`src/rtl/filtr_seq_ctrl.sv`:
```
// Sequencer for the sample-domain filter chain: loads a shadow coefficient bank into
// the IIR filter, then paces converter starts once per sample period and flags overruns.
module filtr_seq_ctrl #(
  parameter int CLK_REF = 50_000_000,
  parameter int SAMPL_T = 1_000_000,
  parameter int NCOEF   = 5
) (
  input  logic        clk,
  input  logic        reset,
  input  logic        cfg_we,
  input  logic [2:0]  cfg_addr,
  input  logic [31:0] cfg_data,
  input  logic        cfg_commit,
  input  logic        run_en,
  input  logic        err_clr,
  input  logic        conv_done,
  output logic        filt_enabel,
  output logic [2:0]  filt_addr,
  output logic [31:0] filt_data,
  output logic        conv_start,
  output logic        filt_start,
  output logic        busy,
  output logic        err_overrun,
  output logic [15:0] sample_cnt
);

  localparam int T  = CLK_REF / SAMPL_T;
  localparam int TW = $clog2(T);
  localparam logic [TW-1:0] T_LAST  = TW'(T - 1);
  localparam logic [2:0]    K_LAST  = 3'(NCOEF - 1);
  localparam logic [3:0]    NCOEF_W = 4'(NCOEF);

  typedef enum logic [1:0] {
    S_IDLE = 2'd0,
    S_LOAD = 2'd1,
    S_WAIT = 2'd2,
    S_CONV = 2'd3
  } state_t;

  state_t        state_r, state_s;
  logic [TW-1:0] tick_r, tick_s, tick_inc_s;
  logic [2:0]    k_r, k_s;
  logic          commit_pend_r, commit_pend_s;
  logic [15:0]   cnt_r, cnt_s, cnt_nx_s;
  logic          fstart_r, fstart_s, fstart_nx_s;
  logic          err_r, err_s;
  logic          cstart_r, cstart_s;
  logic          overrun_s;
  logic          load_s;
  logic          shadow_we_s;
  logic          en_r;
  logic [2:0]    addr_r;
  logic [31:0]   data_r;
  logic          busy_r;
  logic [31:0]   shadow_r [0:7];

  // Next-state, period counter and per-sample bookkeeping.
  always_comb begin
    state_s    = state_r;
    tick_s     = tick_r;
    k_s        = k_r;
    cnt_s      = cnt_r;
    fstart_s   = fstart_r;
    cstart_s   = 1'b0;
    overrun_s  = 1'b0;
    tick_inc_s = (tick_r == T_LAST) ? {TW{1'b0}} : tick_r + TW'(1);

    case (state_r)
      S_IDLE: begin
        if (commit_pend_r) begin
          state_s = S_LOAD;
          k_s     = 3'd0;
        end else if (run_en) begin
          state_s = S_WAIT;
          tick_s  = {TW{1'b0}};
        end else begin
          state_s = S_IDLE;
        end
      end
      S_LOAD: begin
        if (k_r == K_LAST) begin
          k_s = 3'd0;
          if (run_en) begin
            state_s = S_WAIT;
            tick_s  = {TW{1'b0}};
          end else begin
            state_s = S_IDLE;
          end
        end else begin
          k_s = k_r + 3'd1;
        end
      end
      S_WAIT: begin
        tick_s = tick_inc_s;
        if (tick_r == T_LAST) begin
          if (!run_en || commit_pend_r) begin
            state_s = S_IDLE;
          end else begin
            state_s  = S_CONV;
            cstart_s = 1'b1;
          end
        end else begin
          state_s = S_WAIT;
        end
      end
      S_CONV: begin
        // A result arriving on the deadline cycle still counts as on time.
        tick_s = tick_inc_s;
        if (conv_done) begin
          cnt_s    = cnt_r + 16'd1;
          fstart_s = 1'b1;
          state_s  = S_WAIT;
        end else if (tick_r == T_LAST) begin
          overrun_s = 1'b1;
          fstart_s  = 1'b0;
          state_s   = S_IDLE;
        end else begin
          state_s = S_CONV;
        end
      end
      default: begin
        state_s = S_IDLE;
      end
    endcase

    load_s      = (state_s == S_LOAD);
    cnt_nx_s    = load_s ? 16'd0 : cnt_s;
    fstart_nx_s = load_s ? 1'b0 : fstart_s;

    if (overrun_s) begin
      err_s = 1'b1;
    end else if (err_clr) begin
      err_s = 1'b0;
    end else begin
      err_s = err_r;
    end

    if (cfg_commit) begin
      commit_pend_s = 1'b1;
    end else if ((state_r == S_LOAD) && (k_r == 3'd0)) begin
      commit_pend_s = 1'b0;
    end else begin
      commit_pend_s = commit_pend_r;
    end

    shadow_we_s = cfg_we && ({1'b0, cfg_addr} < NCOEF_W) && (state_r != S_LOAD);
  end

  // State, shadow bank and registered outputs.
  always_ff @(posedge clk) begin
    if (reset) begin
      state_r       <= S_IDLE;
      tick_r        <= {TW{1'b0}};
      k_r           <= 3'd0;
      commit_pend_r <= 1'b0;
      cnt_r         <= 16'd0;
      fstart_r      <= 1'b0;
      err_r         <= 1'b0;
      cstart_r      <= 1'b0;
      en_r          <= 1'b0;
      addr_r        <= 3'd0;
      data_r        <= 32'd0;
      busy_r        <= 1'b0;
      for (int i = 0; i < 8; i++) begin
        shadow_r[i] <= 32'd0;
      end
    end else begin
      state_r       <= state_s;
      tick_r        <= tick_s;
      k_r           <= k_s;
      commit_pend_r <= commit_pend_s;
      cnt_r         <= cnt_nx_s;
      fstart_r      <= fstart_nx_s;
      err_r         <= err_s;
      cstart_r      <= cstart_s;
      en_r          <= load_s;
      addr_r        <= load_s ? k_s : 3'd0;
      data_r        <= load_s ? shadow_r[k_s] : 32'd0;
      busy_r        <= (state_s != S_IDLE);
      if (shadow_we_s) begin
        shadow_r[cfg_addr] <= cfg_data;
      end
    end
  end

  assign filt_enabel = en_r;
  assign filt_addr   = addr_r;
  assign filt_data   = data_r;
  assign conv_start  = cstart_r;
  assign filt_start  = fstart_r;
  assign busy        = busy_r;
  assign err_overrun = err_r;
  assign sample_cnt  = cnt_r;

endmodule

```
`config.mk`:
```
export PLATFORM = sky130hd
export DESIGN_NAME = filtr_seq_ctrl
export DESIGN_NICKNAME = d
export VERILOG_FILES = /design/src/rtl/filtr_seq_ctrl.sv
export SDC_FILE = /design/constraint.sdc
export NUM_CORES = 1
export LEC_CHECK = 0
export CORE_MARGIN = 4
export CORE_UTILIZATION = 59
export CTS_BUF_LIST = sky130_fd_sc_hd__clkbuf_8
export DETAILED_ROUTE_END_ITERATION = 16
export PLACE_DENSITY = 0.8
export SLEW_MARGIN = 10
export SYNTH_ARGS = -nofsm -noshare
export SYNTH_HDL_FRONTEND = slang
export SYNTH_SLANG_ARGS = --single-unit
export TNS_END_PERCENT = 5
```
`constraint.sdc`:
```
create_clock -name clk -period 4.4 [get_ports clk]
set_input_delay 1.1 -clock clk [delete_from_list [all_inputs] [get_ports clk]]
set_output_delay 1.1 -clock clk [all_outputs]
set_load 0.005 [all_outputs]
```
Word-level counts from Yosys, hierarchy flattened --
Memory sizes are Yosys's and may differ from the RTL's. A register that Yosys moved wholly into a read port is not among the register bits. Index checks and enable logic that the tools add are counted.
Word-level totals: bits of input ports 42, output and inout port bits 56, register bits after elaboration 36, memories 1, logic and storage cells 81, memory bits (writable) 256
Operators by class: reduce and logical (&&, ||, !) cells 19, $add $sub $neg 3, mux-type cells 34, eq/ne operators 9, bitwise operators 3, magnitude comparators 1
Memories:
- shadow_r | words 8, bits a word 32, rd ports 1, clocked after Yosys merged registers in 1, write ports 8, RTL line 55 | logic [31:0] shadow_r [0:7];
Operators by type and width (count):
- 2-to-1 mux 32 bit | 1
- OR reduction 32 bit | 1
- 2-to-1 mux 6 bit | 4
- one-hot mux 6 bit (3 select lines) | 1
- adder 16 x 1 -> 16 bit (second input constant) | 1
- 2-to-1 mux 1 bit | 16
- 2-to-1 mux 2 bit | 7
- 2-to-1 mux 3 bit | 3
- one-hot mux 2 bit (4 select lines) | 1
- nonzero test 2 bit | 4
- adder 6 x 1 -> 6 bit (second input constant) | 1
- equality test 6 bit (second input constant) | 1
- one-hot mux 3 bit (2 select lines) | 1
- AND reduction 2 bit | 3
- OR reduction 2 bit | 3
- equality test 2 x 1 -> 1 bit (second input constant) | 2
- equality test 2 bit (second input constant) | 2
- inequality test 2 bit (second input constant) | 2
- adder 3 x 1 -> 3 bit (second input constant) | 1
- equality test 3 bit (second input constant) | 1
- logical AND 1 bit | 3
- zero test 3 bit | 1
- < comparator 3 bit (second input constant) | 1
- inverter 1 bit | 3
- other kinds (5) | 5

Logic depth before layout (Yosys ltp) --
depth in word-level cells 8, gate-level depth with buffers 9, gate-level depth less buffers 7

Worst setup path before layout --
OpenSTA, ideal clock, no wires.
kind input-to-reg, start point in cfg_addr[2], end point mem shadow_r[0][0], enable pin, setup time 0.388 ns, data arrival time 2.462 ns, stages on the path 3, required time 4.012 ns, path buffers 1, setup slack 1.550 ns, path through nor4b_4 -> clkbuf_1 -> a21o_1
RTL lines:
- start: declaration | RTL line 11 | input logic [2:0] cfg_addr,
- end: declaration | RTL line 55

==> results.md <==
- Critical Path Start Type: input port
- Fill cells: ~1400
- Routability cong.: 0.815
- Register-to-register setup slack: 1.31 ns
- Max-Cap Viols: 0
- Req. time, crit path: around 4.7 ns
- Post-CTS setup buffer count: 0
- Share of cells above drive strength 1: under 10%
- Clock Skew: 0.0162 ns
- Vias per cell: 5.52
- Ant diodes: 0
- TritonCTS Buffers: 51
- P per Cell Area: 395 nW/µm²
- Final Max Slew Viols: 0
- Starting Density: between 60 and 70%
- Status: completed
- Synth Instances: roughly 920
- Post_cts resized: 0
- Relative slew slack: 36.6%
- Post-synth EDFFs: 256
- Clk sinks: 324
- Worst Tran Pin Value: 0.949 ns
- Clock latency on the worst-skew pair: between 0.5 and 0.6 ns
- Most frequent cells in the layout: edfxtp_1 (256), mux2i_1 (129), and2_1 (128)
- Core Area: 22100 µm²
- Mapped Area: ~13000 µm²
- Row count: 54
- Min Tclk post-route: 3.16 ns
- Clock tree buffer depth: 3
- Root Buffer Master: clkbuf_8
- Grt total ovfl: 0
- Port bufs: 97
- CP endpoint kind: register
- TNS Setup: 0 ns
- Die width: between 150 and 200 µm
- Synth-to-layout area growth: 18.5%
- Critical-path maximum fanout: 23
- Commonest non-fill, non-tap cell in the layout: edfxtp_1
- Final number of hold-violating endpoints: 0
- Maximum vdd drop: 0.000282 V
- Vias in the first global route: 8082
- DRT Wirelength: around 27000 µm
- WP buf/inv: 3
- CP Class: input port to register
- Worst path slowest cell: nor4b_4
- Fmax: 316 MHz
- Antenna Violating Nets Remaining: 0
- YS warnings: 0
- Largest net degree at the start of global routing: 66
- Flops & latches, synth: 324
- Tcrit/Tclk final: between 70% and 80%
- Async set-reset flop share out of synthesis: 0%
- Hold_ws: between 0.4 and 0.5 ns
- DRC: 0
- Type of the most critical hold path: register to register
- Total track usage: 20.6%
- Critical path arrival: 3.42 ns
- Unique cell type count in the Yosys netlist: 54
- HPWL Detailed: 16000 µm
- Sequential element share of the synthesized area: between 60% and 70%
- Final Util: between 70% and 80%
- FF+latch area: about 9000 µm²
- Final Setup Violations: 0
- Hold_buf cts: 0
- Area of the multi-input gates: roughly 4400 µm²
- # IOs: 98
- First-pass GRT wire length: roughly 42000 µm
- Die area: around 25000 µm²
- Leak: 6.81 nW
- Crit path cell chain: clkdlybuf4s50_1 > nor4b_4 > buf_4 > a21o_1 > buf_12
- NumNets Final: 1179
- Syn avg cell area: 14.6 µm²
- H-Tree Depth: 2
- Die H: 159 µm
- Mean routed wirelength per cell: 18.2 µm
- CTS tree: yes
- Ys flop type: edfxtp_1
- Vias: approximately 8000
- RSZ-0062 raised after global routing: no
- Initial drt markers: approximately 630
- CP peak stage delay: 0.69 ns
- Antenna violations before repair: 0
- TritonRoute pass-1 iters: 5
- Top Family by Delay on Critical Path: buffers and inverters
- Clk slew on worst S/H paths: 0.06 ns
-- layout make-up --
cell class                      count  share of cell area (%)
Timing Repair Buffer              118                    7.47
Tap cell                          280                    2.20
Inverter                            7                   0.165
Sequential cell                   324                    56.8
Clock inverter                     42                    1.23
Clock buffer                       54                    4.67
Multi-Input combinational cell    630                    27.4
-- cells by family (layout without fill, tap and decap cells) --
logic type	Yosys count	after routing	synth area share, %
buffers and inverters	64	221	2.91
multiplexers	129	129	9.61
AO/OA/AOI/OAI	131	131	7.40
AND/OR/NAND/NOR	257	257	11.5
flip-flops	324	324	67.3
other	1	96	0.0279
adder cells (fa/ha/maj)	5	5	0.466
XOR/XNOR	12	12	0.782
-- tightest hold or removal path, stage by stage (launching register included) --
cell and delay (ns):
dfxtp_1 0.31, nand2b_1 0.06, a21oi_1 0.06
-- routing by layer --
metal | vias to the layer above | share of wire, % | global-route usage, %
li1 | 3784 | - | -
met4 | 0 | 1.8 | 6.04
met3 | 43 | 6.3 | 4.35
met5 | - | 0 | 0
met1 | 3939 | 43 | 27.3
met2 | 265 | 49 | 35.0
-- registers in the layout, indices dropped and copies added (netlist names) --
name           flops
shadow_r         256
filt_data         32
sample_cnt        16
tick_r             6
filt_addr          3
k_r                3
state_r            2
busy               1
commit_pend_r      1
conv_start         1
err_overrun        1
filt_enabel        1
filt_start         1
-- path summary, 6_finish.rpt --
path                                 start                       endpoint  depth (start not counted)
hold / removal    err_overrun$_SDFFE_PP0P_       err_overrun$_SDFFE_PP0P_                          2
hold reg to reg   err_overrun$_SDFFE_PP0P_       err_overrun$_SDFFE_PP0P_                          2
setup / recovery               cfg_addr[2]  shadow_r[0][21]$_SDFFCE_PN0P_                          5
setup reg to reg     state_r[0]$_SDFF_PP0_       filt_data[14]$_SDFF_PP0_                          7
-- synthesized netlist by cell type (7+ instances only) --
cell	count	area share, %
nor2_1	29	0.81
o22a_1	65	4.2
dfxtp_1	68	10
buf_2	13	0.48
a21oi_1	41	1.5
mux2i_1	129	9.6
nand3_1	11	0.41
nand2_1	16	0.45
xnor2_1	7	0.46
o21ai_0	10	0.37
and2_1	128	6.0
and3_1	39	1.8
clkbuf_1	28	0.78
edfxtp_1	256	57
-- through the flow --
step | worst slack [ns] | total power [mW] | cell area (µm²) | cells
detailed placement | 0.708 | 4.03 | 15000 | 1359
global route | 1.11 | 6.54 | 15900 | 1455
CTS | 1.30 | 6.33 | 15900 | 1455
global placement | 0.803 | 4.02 | 15000 | 1359
floorplan | 1.55 | 3.85 | 13800 | 1018
finish | 1.24 | 6.28 | 15900 | 1455
-- where the power goes --
group,switching (mW),internal (mW)
combinational,0.265,0.188
sequential,0.0503,3.47
clock,1.12,1.19
total,1.43,4.85
Power figures use the tool's default switching activity.
